===== config.mk =====
export PLATFORM = sky130hd
export DESIGN_NAME = dft_twiddle_seq_flat
export DESIGN_NICKNAME = d
export VERILOG_FILES = /design/src/rtl/dft_twiddle_seq_if.sv /design/src/rtl/dft_twiddle_seq.sv /design/src/flat_wrapper.sv
export SDC_FILE = /design/constraint.sdc
export NUM_CORES = 1
export LEC_CHECK = 0
export CAP_MARGIN = 20
export CORE_MARGIN = 1
export CORE_UTILIZATION = 25
export CTS_BUF_LIST = sky130_fd_sc_hd__clkbuf_2
export DETAILED_ROUTE_END_ITERATION = 8
export HOLD_SLACK_MARGIN = 0.02
export PLACE_DENSITY = 0.47
export SLEW_MARGIN = 20
export SYNTH_ARGS = -nofsm -noshare
export SYNTH_HDL_FRONTEND = slang
export SYNTH_SLANG_ARGS = --single-unit
export TNS_END_PERCENT = 10

===== constraint.sdc =====
create_clock -name clk -period 1.9 [get_ports clk]
set_input_delay 0.38 -clock clk [delete_from_list [all_inputs] [get_ports clk]]
set_output_delay 0.38 -clock clk [all_outputs]
set_load 0.05 [all_outputs]

===== src/rtl/dft_twiddle_seq_if.sv =====
// Bus bundle for the DFT twiddle-address sequencer.
// Optional inverse-sweep select (inv) exists only when DFT_SEQ_INVERSE_EN is defined.
interface dft_twiddle_seq_if #(
    parameter int unsigned ADDR_W = 2
) ();
    logic              start;
    logic [ADDR_W-1:0] k_first;
    logic [ADDR_W-1:0] k_last;
    logic              hold;
`ifdef DFT_SEQ_INVERSE_EN
    logic              inv;
`endif
    logic [ADDR_W-1:0] raddr;
    logic              rd;
    logic [ADDR_W-1:0] smp_addr;
    logic [ADDR_W-1:0] cur_k;
    logic              vld;
    logic              last;
    logic              busy;
    logic              done;

`ifdef DFT_SEQ_INVERSE_EN
    modport master (
        output start, k_first, k_last, hold, inv,
        input  raddr, rd, smp_addr, cur_k, vld, last, busy, done
    );
    modport slave (
        input  start, k_first, k_last, hold, inv,
        output raddr, rd, smp_addr, cur_k, vld, last, busy, done
    );
`else
    modport master (
        output start, k_first, k_last, hold,
        input  raddr, rd, smp_addr, cur_k, vld, last, busy, done
    );
    modport slave (
        input  start, k_first, k_last, hold,
        output raddr, rd, smp_addr, cur_k, vld, last, busy, done
    );
`endif
endinterface


===== src/rtl/dft_twiddle_seq.sv =====
// Sweeps DFT bins k_first..k_last, issuing twiddle ROM reads at (k*n) mod N via a phase accumulator.
// Define DFT_SEQ_INVERSE_EN to add the inv input (accumulator steps by N-k for the inverse DFT).
module dft_twiddle_seq #(
    parameter int unsigned ADDR_W = 2
) (
    input logic              clk,
    input logic              rst_n,
    dft_twiddle_seq_if.slave bus
);

    typedef enum logic [1:0] {IDLE, RUN, FLUSH, DONE} state_t;

    state_t            state;
    logic [ADDR_W-1:0] n_q;
    logic [ADDR_W-1:0] acc_q;
    logic [ADDR_W-1:0] k_q;
    logic [ADDR_W-1:0] k_end_q;
    logic              rd_q;
    logic              vld_q;
    logic              last_q;
    logic              busy_q;
    logic              done_q;
`ifdef DFT_SEQ_INVERSE_EN
    logic              inv_q;
`endif

    logic [ADDR_W-1:0] step_c;
    logic              n_wrap_c;
    logic              last_bin_c;

    // Phase increment per sample: +k forward, -k (mod N) inverse
    always_comb begin
        step_c = k_q;
`ifdef DFT_SEQ_INVERSE_EN
        if (inv_q) step_c = ADDR_W'(0) - k_q;
`endif
    end

    assign n_wrap_c   = &n_q;
    assign last_bin_c = (k_q == k_end_q);

    always_ff @(posedge clk or negedge rst_n) begin
        if (!rst_n) begin
            state   <= IDLE;
            n_q     <= '0;
            acc_q   <= '0;
            k_q     <= '0;
            k_end_q <= '0;
            rd_q    <= 1'b0;
            vld_q   <= 1'b0;
            last_q  <= 1'b0;
            busy_q  <= 1'b0;
            done_q  <= 1'b0;
`ifdef DFT_SEQ_INVERSE_EN
            inv_q   <= 1'b0;
`endif
        end else begin
            // ROM latency is one cycle: vld/last trail the read that was presented
            vld_q  <= rd_q;
            last_q <= rd_q & n_wrap_c;
            done_q <= 1'b0;
            case (state)
                IDLE: begin
                    if (bus.start) begin
                        state   <= RUN;
                        n_q     <= '0;
                        acc_q   <= '0;
                        k_q     <= bus.k_first;
                        k_end_q <= (bus.k_first > bus.k_last) ? bus.k_first : bus.k_last;
                        rd_q    <= 1'b1;
                        busy_q  <= 1'b1;
`ifdef DFT_SEQ_INVERSE_EN
                        inv_q   <= bus.inv;
`endif
                    end
                end
                RUN: begin
                    if (rd_q && n_wrap_c && last_bin_c) begin
                        state <= FLUSH;
                        rd_q  <= 1'b0;
                    end else begin
                        rd_q <= ~bus.hold;
                        if (rd_q) begin
                            if (n_wrap_c) begin
                                n_q   <= '0;
                                acc_q <= '0;
                                k_q   <= k_q + ADDR_W'(1);
                            end else begin
                                n_q   <= n_q + ADDR_W'(1);
                                acc_q <= acc_q + step_c;
                            end
                        end
                    end
                end
                FLUSH: begin
                    state  <= DONE;
                    done_q <= 1'b1;
                end
                DONE: begin
                    state  <= IDLE;
                    busy_q <= 1'b0;
                end
                default: state <= IDLE;
            endcase
        end
    end

    assign bus.raddr    = acc_q;
    assign bus.rd       = rd_q;
    assign bus.smp_addr = n_q;
    assign bus.cur_k    = k_q;
    assign bus.vld      = vld_q;
    assign bus.last     = last_q;
    assign bus.busy     = busy_q;
    assign bus.done     = done_q;

endmodule


===== src/flat_wrapper.sv =====
// flat-port wrapper written by rule: the top's interface ports become plain ports
module dft_twiddle_seq_flat 
#(
    parameter int unsigned ADDR_W = 2
)
  (clk, rst_n, bus_start, bus_k_first, bus_k_last, bus_hold, bus_raddr, bus_rd, bus_smp_addr, bus_cur_k, bus_vld, bus_last, bus_busy, bus_done);
  dft_twiddle_seq_if #(.ADDR_W(ADDR_W)) bus_i ();
  input logic clk;
  input logic rst_n;
  input wire logic [$bits(bus_i.start)-1:0] bus_start;
  input wire logic [$bits(bus_i.k_first)-1:0] bus_k_first;
  input wire logic [$bits(bus_i.k_last)-1:0] bus_k_last;
  input wire logic [$bits(bus_i.hold)-1:0] bus_hold;
  output wire logic [$bits(bus_i.raddr)-1:0] bus_raddr;
  output wire logic [$bits(bus_i.rd)-1:0] bus_rd;
  output wire logic [$bits(bus_i.smp_addr)-1:0] bus_smp_addr;
  output wire logic [$bits(bus_i.cur_k)-1:0] bus_cur_k;
  output wire logic [$bits(bus_i.vld)-1:0] bus_vld;
  output wire logic [$bits(bus_i.last)-1:0] bus_last;
  output wire logic [$bits(bus_i.busy)-1:0] bus_busy;
  output wire logic [$bits(bus_i.done)-1:0] bus_done;
  assign bus_i.start = bus_start;
  assign bus_i.k_first = bus_k_first;
  assign bus_i.k_last = bus_k_last;
  assign bus_i.hold = bus_hold;
  assign bus_raddr = bus_i.raddr;
  assign bus_rd = bus_i.rd;
  assign bus_smp_addr = bus_i.smp_addr;
  assign bus_cur_k = bus_i.cur_k;
  assign bus_vld = bus_i.vld;
  assign bus_last = bus_i.last;
  assign bus_busy = bus_i.busy;
  assign bus_done = bus_i.done;
  dft_twiddle_seq #(.ADDR_W(ADDR_W)) u_core (.clk(clk), .rst_n(rst_n), .bus(bus_i));
endmodule

==> results of run 1 <==
-- cells by family after synthesis --
| group | count (synthesis) | share of synthesized area |
|---|---|---|
| buffers and inverters | 10 | 0.0430 |
| AO/OA/AOI/OAI | 22 | 0.171 |
| adder cells (fa/ha/maj) | 9 | 0.129 |
| AND/OR/NAND/NOR | 17 | 0.0931 |
| multiplexers | 7 | 0.0860 |
| flip-flops | 15 | 0.430 |
| XOR/XNOR | 4 | 0.0487 |
-- routing by layer --
metal / track usage / up-vias / part of all wire
met2: 0.180 / 15 / 0.47
met5: 0 / - / 0
met4: 0.0682 / 0 / 0.022
met3: 0.0189 / 4 / 0.037
met1: 0.136 / 337 / 0.47
li1: - / 347 / -
-- final cells by class --
cell class | instances | share of cell area
Inverter | 9 | 0.0289
Multi-Input combinational cell | 59 | 0.394
Sequential cell | 15 | 0.324
Clock buffer | 4 | 0.0171
Tap cell | 46 | 0.0493
Timing Repair Buffer | 25 | 0.186
-- placed cells by master (no fill, tap or decap) --
cell	count
a21oi_1	3
ha_1	9
a221oi_1	1
o22a_1	2
o21ai_0	7
nor3b_1	3
xor2_2	1
dfrtp_1	13
dlymetal6s2s_1	1
inv_1	9
o31ai_1	1
dfrtp_2	2
mux2_2	4
o21a_1	1
a21o_1	1
nor2_1	4
nand3_1	1
nand2_1	7
nand2b_1	1
o211ai_1	1
a22o_1	3
o22ai_1	1
clkdlybuf4s50_1	10
buf_4	14
o32a_1	1
clkbuf_2	4
and2_1	1
xnor2_1	2
xor2_1	1
mux2i_1	3
-- sequential cells by signal, indices dropped and copies added, names as in the netlist, 2 cells and up --
name                 cells
u_core.state             2
u_core.bus.cur_k         2
u_core.bus.smp_addr      2
u_core.k_end_q           2
u_core.bus.raddr         2
-- worst min-delay path by stage --
stage	startpoint	end	slack (ns)
floorplan	rst_n	u_core.bus.busy$_DFFE_PN0P_	0.08
global placement	u_core.bus.rd$_DFFE_PN0P_	u_core.bus.vld$_DFF_PN0_	0.47
detailed placement	u_core.bus.rd$_DFFE_PN0P_	u_core.bus.vld$_DFF_PN0_	0.47
CTS	rst_n	u_core.bus.raddr[0]$_DFFE_PN0P_	0.39
global route	rst_n	u_core.bus.raddr[0]$_DFFE_PN0P_	0.39
finish	rst_n	u_core.bus.last$_DFF_PN0_	0.39
-- stage by stage --
stage / area [um^2] / hold slack, ns / std cells / worst slack (ns)
final: 1170 / 0.393 / 158 / 0.0985
after global routing: 1170 / 0.394 / 158 / 0.0328
after CTS: 1160 / 0.389 / 158 / 0.0297
after detailed placement: 1140 / 0.475 / 154 / 0.0881
after global placement: 1140 / 0.474 / 154 / 0.114
after floorplan: 876 / 0.0844 / 84 / 0.0932
-- power by group through the flow --
stage                     clock (mW)  sequential [mW]  combinational [mW]
after floorplan                    0            0.915               0.557
after global placement             0            0.594                1.26
after detailed placement           0            0.602                1.27
after CTS                      0.168            0.594                1.28
after global routing           0.181            0.616                1.38
final                          0.158            0.588                1.25
==> metrics.cfg, run 1 <==
[detailed_routing]
vias_per_cell=4.45
vias=703
drt-total-wl_mm=1.71
drc=0
routedWlPerCell_um=10.8
ant_nets=0
first_pass_iters=4
drt_iter0_markers=19

[logic_synthesis]
ys_seq_area_frac=0.430
synthTopCellsByArea=dfrtp_1 (43%), ha_1 (13%), mux2_2 (5.2%), o21ai_0 (4.0%), inv_1 (3.9%)
syn_nets=101
yosys_warnings=0
yosys.area.top_type=dfrtp_1
yosysUniqueCellTypes=26
synth.avg_cell_area_um2=10.4
yosysMostFrequentCell=dfrtp_1
synthFlopType=dfrtp_1
syn_area_um2=873
ys_ff_latch=15
synth-async-reset-ratio=1.00
synth_top_area_frac=0.430
synth_common_cells=dfrtp_1 (15), ha_1 (9), inv_1 (9)
synth_edf_count=0
netlist_instances=84

[cells_and_area]
nFillCells=368
drive_gt1_frac=0.223
multi_input_comb_area_um2=460
regArea_um2=378
final_nets=130
final_core_util=0.350
diodes=0
syn_to_final_growth_pct=33.7

[clocking]
cts_tree=done
cts-root-buf=clkbuf_2
worstSkewPairLatency_ns=0.28
cts_buffers=3
ctsLongestPathBuffers=2
cts_setup_buffers=0
cts_hold_buf=0
h-tree-depth=1
cts.clk_slew.worst_paths_ns=0.15
cts_resized=0
cts.sinks=15

[worst_setup_path]
timing.rr.end=u_core.state[1]$_DFFE_PN0P_
path_cells=clkdlybuf4s50_1
cpMaxStageDelayCell=clkdlybuf4s50_1
critPathLaunchType=flip-flop
cp_max_fo=1
required_ns=1.52
critical_path_arrival_ns=1.42
critPathBufInv=1
end_kind=output pin
cpPeakStageDelay_ns=0.79
cp_num_cells=1
reg2reg_slack_ns=0.23
cp-startpoint=u_core.bus.last$_DFF_PN0_
critPathCapture=bus_last
ff2ff_path_depth=5
rr_startpoint=u_core.bus.smp_addr[1]$_DFFE_PN0P_
worstSetupPathType=flip-flop to output pin
critPathTopFamily=buffers and inverters

[floorplan]
fp.dieW_um=61.1
initial_core_util=0.262
core_area_um2=3340
die_h_um=61.1
ioPinCount=19
die-area_um2=3730
num_rows=21

[run]
drv_cap=0

[global_route]
overflow=0
grt_max_degree=16
grt_pass1_wl_mm=2.94
antenna_found_initial=0
grt_pass1_vias=670
track_usage=0.110

[timing]
finalSetupTns_ns=0
slew_viol_final=0
rsz0062_at_grt=no
timing.fmax_mhz=555
tightest_slew_ns=0.496
finClkSkew_ns=0.00963
hold_violations=0
final.min_clock_period_ns=1.80
period_share=0.948
max_slew_margin=0.669
setup_viol=0

[pwr]
p_seq_frac=0.294
p_clk_frac=0.079
sw_frac_of_total=0.484
p_per_area_nw_per_um2=1710
p_sw_mw=0.968
vdd_ir_drop_max_v=0.000486
combinationalPowerShare=0.627
intPower_mw=1.03
p_leak_nw=0.551
power_mw=2.00

[place]
gp_congestion=0.705
port_buffers=18
place_hpwl_mm=1.37

[run_status]
status=finished clean

[hold_path]
hold_path.class=primary input to asynchronous set/reset pin

(Power assumes the default switching activity.)
==> run 2, diff against run 1 <==
CELL_PAD_IN_SITES_DETAIL_PLACEMENT = 0   (was default)
CELL_PAD_IN_SITES_GLOBAL_PLACEMENT = 1   (was default)
PLACE_DENSITY = 0.57   (was 0.47)
==> run 2 against run 1 <==
Against the previous run: combinational power is essentially flat; power is essentially flat; fmax grew 1.0%; critical path type unchanged; critical endpoint is now bus_done.
==> metrics.cfg, run 2 (synthesized netlist as in run 1, its figures left out) <==
[worst_setup_path]
critPathBufInv=1  ; unchanged
cp_max_fo=1  ; unchanged
end_kind=output pin
cpMaxStageDelayCell=clkdlybuf4s50_1
cpPeakStageDelay_ns=0.79  ; about the same
required_ns=1.52  ; about the same
worstSetupPathType=flip-flop to output pin
critPathLaunchType=flip-flop
critPathTopFamily=buffers and inverters
critical_path_arrival_ns=1.40  ; -0.02 ns
path_cells=clkdlybuf4s50_1

[detailed_routing]
routedWlPerCell_um=10.5  ; -2.6%
vias=698  ; -0.71%
ant_nets=0  ; unchanged
vias_per_cell=4.39  ; -1.3%
first_pass_iters=2  ; -2
drt_iter0_markers=12  ; -7
drc=0  ; unchanged
drt-total-wl_mm=1.67  ; -2.0%

[clocking]
cts.clk_slew.worst_paths_ns=0.14  ; about the same
worstSkewPairLatency_ns=0.27  ; about the same
ctsLongestPathBuffers=2  ; unchanged
cts-root-buf=clkbuf_2
cts_tree=done
cts_hold_buf=0  ; unchanged
cts_buffers=3  ; unchanged
cts_setup_buffers=0  ; unchanged
h-tree-depth=1  ; unchanged
cts.sinks=15  ; unchanged
cts_resized=0  ; unchanged

[floorplan]
ioPinCount=19  ; unchanged
fp.dieW_um=61.1  ; unchanged
core_area_um2=3340  ; unchanged
die-area_um2=3730  ; unchanged
initial_core_util=0.262  ; unchanged
die_h_um=61.1  ; unchanged
num_rows=21  ; unchanged

[cells_and_area]
drive_gt1_frac=0.230  ; +0.00687
syn_to_final_growth_pct=34.5
layout_commonest_cell=buf_4
diodes=0  ; unchanged
fin_area_um2=1170  ; +0.64%
final_nets=131  ; +0.77%
nFillCells=361  ; -1.9%
mostFrequentLayoutCells=buf_4 (15), dfrtp_1 (13), clkdlybuf4s50_1 (10), inv_1 (9), ha_1 (9)

[global_route]
grt_max_degree=16  ; unchanged
grt_pass1_wl_mm=2.67  ; -9.2%
grt_pass1_vias=642  ; -4.2%
track_usage=0.100  ; -0.0103
antenna_found_initial=0  ; unchanged
overflow=0  ; unchanged

[place]
dp_slack_ns=0.0869  ; -0.00116 ns
port_buffers=18  ; unchanged
place_hpwl_mm=1.35  ; -1.5%
gp_congestion=0.712  ; +0.99%
postPlaceCellArea_um2=1150  ; +0.66%

[timing]
timing.fmax_mhz=561  ; +1.0%
hold_ws_ns=0.405  ; +0.0116 ns
finalSetupTns_ns=0  ; unchanged
finClkSkew_ns=0.00359  ; -0.00605 ns
period_share=0.939  ; -0.00951
fin_ws_ns=0.117  ; +0.0181 ns
setup_viol=0  ; unchanged
max_slew_margin=0.669  ; about the same
final.min_clock_period_ns=1.78  ; -0.0181 ns
slew_viol_final=0  ; unchanged
hold_violations=0  ; unchanged
rsz0062_at_grt=no
tightest_slew_ns=0.496  ; +0.000176 ns

[run]
drv_cap=0  ; unchanged

[pwr]
vdd_ir_drop_max_v=0.000427  ; -12%
p_per_area_nw_per_um2=1700  ; -0.57%
power_mw=2.00  ; about the same
p_leak_nw=0.556  ; +0.99%

[hold_path]
hold_path.class=primary input to asynchronous set/reset pin

[run_status]
status=finished clean

==> run 2: cell count changes in the layout (fill, tap and decap cells not counted), sizes merged <==
cell  delta
buf      +1
==> run 2: layout make-up <==
cell class              count  area, um^2  area share
well taps                  46        57.6      0.0490
inverters                   9        33.8      0.0288
flip-flops and latches     15         378       0.322
repair buffers             26         225       0.192
clock buffers               4        20.0      0.0170
multi-input cells          59         460       0.392
==> run 2: metrics by stage <==
stage | util | instances
after floorplan | - | 84
after global placement | 0.345 | 155
after detailed placement | 0.345 | 155
after CTS | 0.351 | 159
after global routing | 0.352 | 159
final | 0.352 | 159
==> run 2: worst paths after layout <==
path	start	to	slack (ns)	cells past startpoint
max	u_core.bus.done$_DFF_PN0_	bus_done	0.12	1
min	rst_n	u_core.bus.smp_addr[0]$_DFFE_PN0P_	0.40	2
max reg2reg	u_core.state[0]$_DFFE_PN0P_	u_core.bus.smp_addr[0]$_DFFE_PN0P_	0.23	6
max in group asynchronous	rst_n	u_core.bus.smp_addr[1]$_DFFE_PN0P_	1.31	2
min reg2reg	u_core.bus.rd$_DFFE_PN0P_	u_core.bus.vld$_DFF_PN0_	0.49	0
min in group clk	u_core.bus.rd$_DFFE_PN0P_	u_core.bus.vld$_DFF_PN0_	0.49	0
==> run 2: report_power, final <==
| group | total [mW] | switching, mW | internal [mW] |
|---|---|---|---|
| Combinational | 1.26 | 0.743 | 0.516 |
| Sequential | 0.589 | 0.124 | 0.465 |
| Clock | 0.154 | 0.0978 | 0.0559 |
==> run 2: per-layer routing <==
metal  vias to the layer above  routed length (um)  track usage
li1                        350                   -            -
met5                         -                   0            0
met1                       330                 785        0.125
met2                        16                 787        0.160
met3                         2                  72       0.0147
met4                         0                  27       0.0682
==> run 3, diff against run 2 <==
ABC_AREA = 1   (was default)
PLACE_DENSITY = 0.59   (was 0.57)
==> run 3 against run 2 <==
Against the previous run: area after synthesis is 8.0% higher; sequential share of layout area is 0.55 points lower; core utilization decreased by 0.97 points; die area rose by 7.8%; first-iteration DRC count grew to 2.7 times the previous value; flip-flop and latch count did not move; final area rose by 1.1%; critical path type unchanged; largest cell class unchanged; highest routed layer unchanged.
==> metrics.cfg, run 3 <==
[run_status]
status=finished clean

[logic_synthesis]
synth-async-reset-ratio=1.00  ; unchanged
yosys_warnings=0  ; unchanged
muxShareOfSynthArea=0  ; -0.0860
synth.avg_cell_area_um2=7.86  ; -24%
ys_seq_area_frac=0.398  ; -0.0319
synth_edf_count=0  ; unchanged
yosysMostFrequentCell=nand2_1
ys_ff_latch=15  ; unchanged
yosys.area.top_type=dfrtp_1
synth_top_area_frac=0.398  ; -0.0319
yosysUniqueCellTypes=21  ; -19%
synth_adder_area_share=0.119  ; -0.00958
yosys.area_share.simple=0.305  ; +0.212
synthTopCellsByArea=dfrtp_1 (40%), nand2_1 (14%), ha_1 (12%), inv_1 (7.2%), nor2_1 (3.6%)
netlist_instances=120  ; +43%
syn_area_um2=943  ; +8.0%
synth-xor-area-share=0  ; -0.0487
synthFlopType=dfrtp_1
synth_top_family_by_area=simple AND/OR/NAND/NOR gates
syn_nets=137  ; +36%
synth_compound_area_frac=0.0796  ; -0.0909
synth_common_cells=nand2_1 (35), inv_1 (18), dfrtp_1 (15)

[detailed_routing]
drt-total-wl_mm=1.89  ; +13%
first_pass_iters=4  ; +2
drt_iter0_markers=32  ; +20
routedWlPerCell_um=10.0  ; -4.8%
vias=794  ; +14%
drc=0  ; unchanged
ant_nets=0  ; unchanged
vias_per_cell=4.20  ; -4.3%

[timing]
fin_ws_ns=0.0826  ; -0.0340 ns
final.min_clock_period_ns=1.82  ; +0.0340 ns
max_slew_margin=0.667  ; -0.00137
finalSetupTns_ns=0  ; unchanged
slew_viol_final=0  ; unchanged
finClkSkew_ns=0.00146  ; -0.00212 ns
tightest_slew_ns=0.498  ; +0.00130 ns
rsz0062_at_grt=no
setup_viol=0  ; unchanged
hold_violations=0  ; unchanged
timing.fmax_mhz=550  ; -1.9%
period_share=0.957  ; +0.0179

[global_route]
grt_use_met2=0.172  ; +0.0116
gr-usage-met1=0.145  ; +0.0203
busiest_layer=met2
antenna_found_initial=0  ; unchanged
grt_pass1_vias=768  ; +20%
track_usage=0.111  ; +0.0104
use_met3=0.0399  ; +0.0251
overflow=0  ; unchanged
grt_pass1_wl_mm=3.40  ; +27%
grt_max_degree=16  ; unchanged

[place]
dp_slack_ns=0.144  ; +0.0567 ns
dp.cells=185  ; +19%
port_buffers=18  ; unchanged
place_hpwl_mm=1.45  ; +7.6%
gp_congestion=0.700  ; -1.7%
postPlaceCellArea_um2=1160  ; +1.1%

[cells_and_area]
fin_area_um2=1190  ; +1.1%
nFillCells=384  ; +6.4%
final_nets=161  ; +23%
final_cells=189  ; +19%
mostFrequentLayoutCells=nand2_1 (35), inv_1 (18), dfrtp_1 (15), buf_4 (10)
layout_commonest_cell=nand2_1
final_core_util=0.342  ; -0.00973
diodes=0  ; unchanged
drive_gt1_frac=0.189  ; -0.0413
syn_to_final_growth_pct=25.9

[worst_setup_path]
critPathBufInv=1  ; unchanged
cp_max_fo=1  ; unchanged
path_cells=clkdlybuf4s50_1
critPathTopFamily=buffers and inverters
required_ns=1.52  ; about the same
critical_path_arrival_ns=1.44  ; +0.04 ns
critPathLaunchType=flip-flop
end_kind=output pin
cpPeakStageDelay_ns=0.80  ; about the same
cpMaxStageDelayCell=clkdlybuf4s50_1
worstSetupPathType=flip-flop to output pin

[floorplan]
num_rows=21  ; unchanged
initial_core_util=0.272  ; +0.0103
die_h_um=63.4  ; +3.8%
core_area_um2=3470  ; +3.9%
fp.dieW_um=63.4  ; +3.8%
die-area_um2=4020  ; +7.8%
ioPinCount=19  ; unchanged

[clocking]
cts_hold_buf=0  ; unchanged
worstSkewPairLatency_ns=0.29  ; +0.02 ns
cts_tree=done
cts.sinks=15  ; unchanged
ctsLongestPathBuffers=2  ; unchanged
h-tree-depth=1  ; unchanged
cts.clk_slew.worst_paths_ns=0.15  ; about the same
cts_setup_buffers=0  ; unchanged
cts-root-buf=clkbuf_2
cts_buffers=3  ; unchanged

[pwr]
p_per_area_nw_per_um2=1710  ; +0.68%
vdd_ir_drop_max_v=0.000661  ; +55%
p_leak_nw=0.670  ; +20%

[hold_path]
hold_path.class=primary input to asynchronous set/reset pin

[run]
drv_cap=0  ; unchanged

[run 3: changes by cell type after synthesis, sizes merged, moves of 3 or more]
| cell | before | now |
|---|---|---|
| a22o | 3 | 0 |
| inv | 9 | 21 |
| mux2 | 4 | 0 |
| mux2i | 3 | 0 |
| nand2 | 7 | 40 |
| nand3 | 1 | 7 |
| nand4 | 0 | 4 |
| nor2 | 4 | 9 |
| nor3b | 3 | 0 |
[run 3: cell type report]
| cell class | instances | area, um^2 | area share |
|---|---|---|---|
| clock buffers | 4 | 20.0 | 0.0169 |
| well taps | 46 | 57.6 | 0.0485 |
| flip-flops and latches | 15 | 375 | 0.316 |
| repair buffers | 20 | 178 | 0.150 |
| multi-input cells | 83 | 475 | 0.400 |
| inverters | 21 | 81.3 | 0.0685 |
[run 3: final timing paths]
kind,start,endpoint,slack [ns],depth (start not counted)
min in group clk,u_core.bus.rd$_DFFE_PN0P_,u_core.bus.vld$_DFF_PN0_,0.52,0
worst max register to register,u_core.state[0]$_DFFE_PN0P_,u_core.bus.raddr[1]$_DFFE_PN0P_,0.41,6
max in group asynchronous,rst_n,u_core.bus.smp_addr[1]$_DFFE_PN0P_,1.33,2
worst min register to register,u_core.bus.rd$_DFFE_PN0P_,u_core.bus.vld$_DFF_PN0_,0.52,0
worst min-delay path,rst_n,u_core.bus.cur_k[0]$_DFFE_PN0P_,0.40,2
worst max-delay path,u_core.bus.done$_DFF_PN0_,bus_done,0.08,1
[run 3: power breakdown]
part | switching, mW | total [mW] | leakage [nW] | internal (mW)
registers | 0.138 | 0.601 | 0.187 | 0.463
clock network | 0.105 | 0.161 | 0.0166 | 0.0558
logic | 0.848 | 1.27 | 0.467 | 0.427
[run 3: layer usage]
metal	vias to the layer above	part of all wire
met4	0	0.0042
met1	354	0.50
li1	423	-
met3	2	0.047
met5	-	0
met2	15	0.45
[run 3: through the flow]
step	hold WS, ns	total power [mW]
2_1_floorplan	0.0844	1.56
3_5_place_dp	0.482	1.90
4_1_cts	0.384	2.08
5_1_grt	0.384	2.24
3_3_place_gp	0.475	1.90
6_report	0.397	2.04
[run 3: cells by family (layout without fill, tap and decap cells)]
family                   Yosys count  in the layout
AO/OA/AOI/OAI                     12             12
adder cells (fa/ha/maj)            9              9
buffers and inverters             22             45
AND/OR/NAND/NOR                   62             62
flip-flops                        15             15
[run 3: what timing repair did]
item,4_1_cts,5_1_grt
endpoints found under the hold margin,0,0
setup endpoints to repair,0,1
resized for setup,0,1
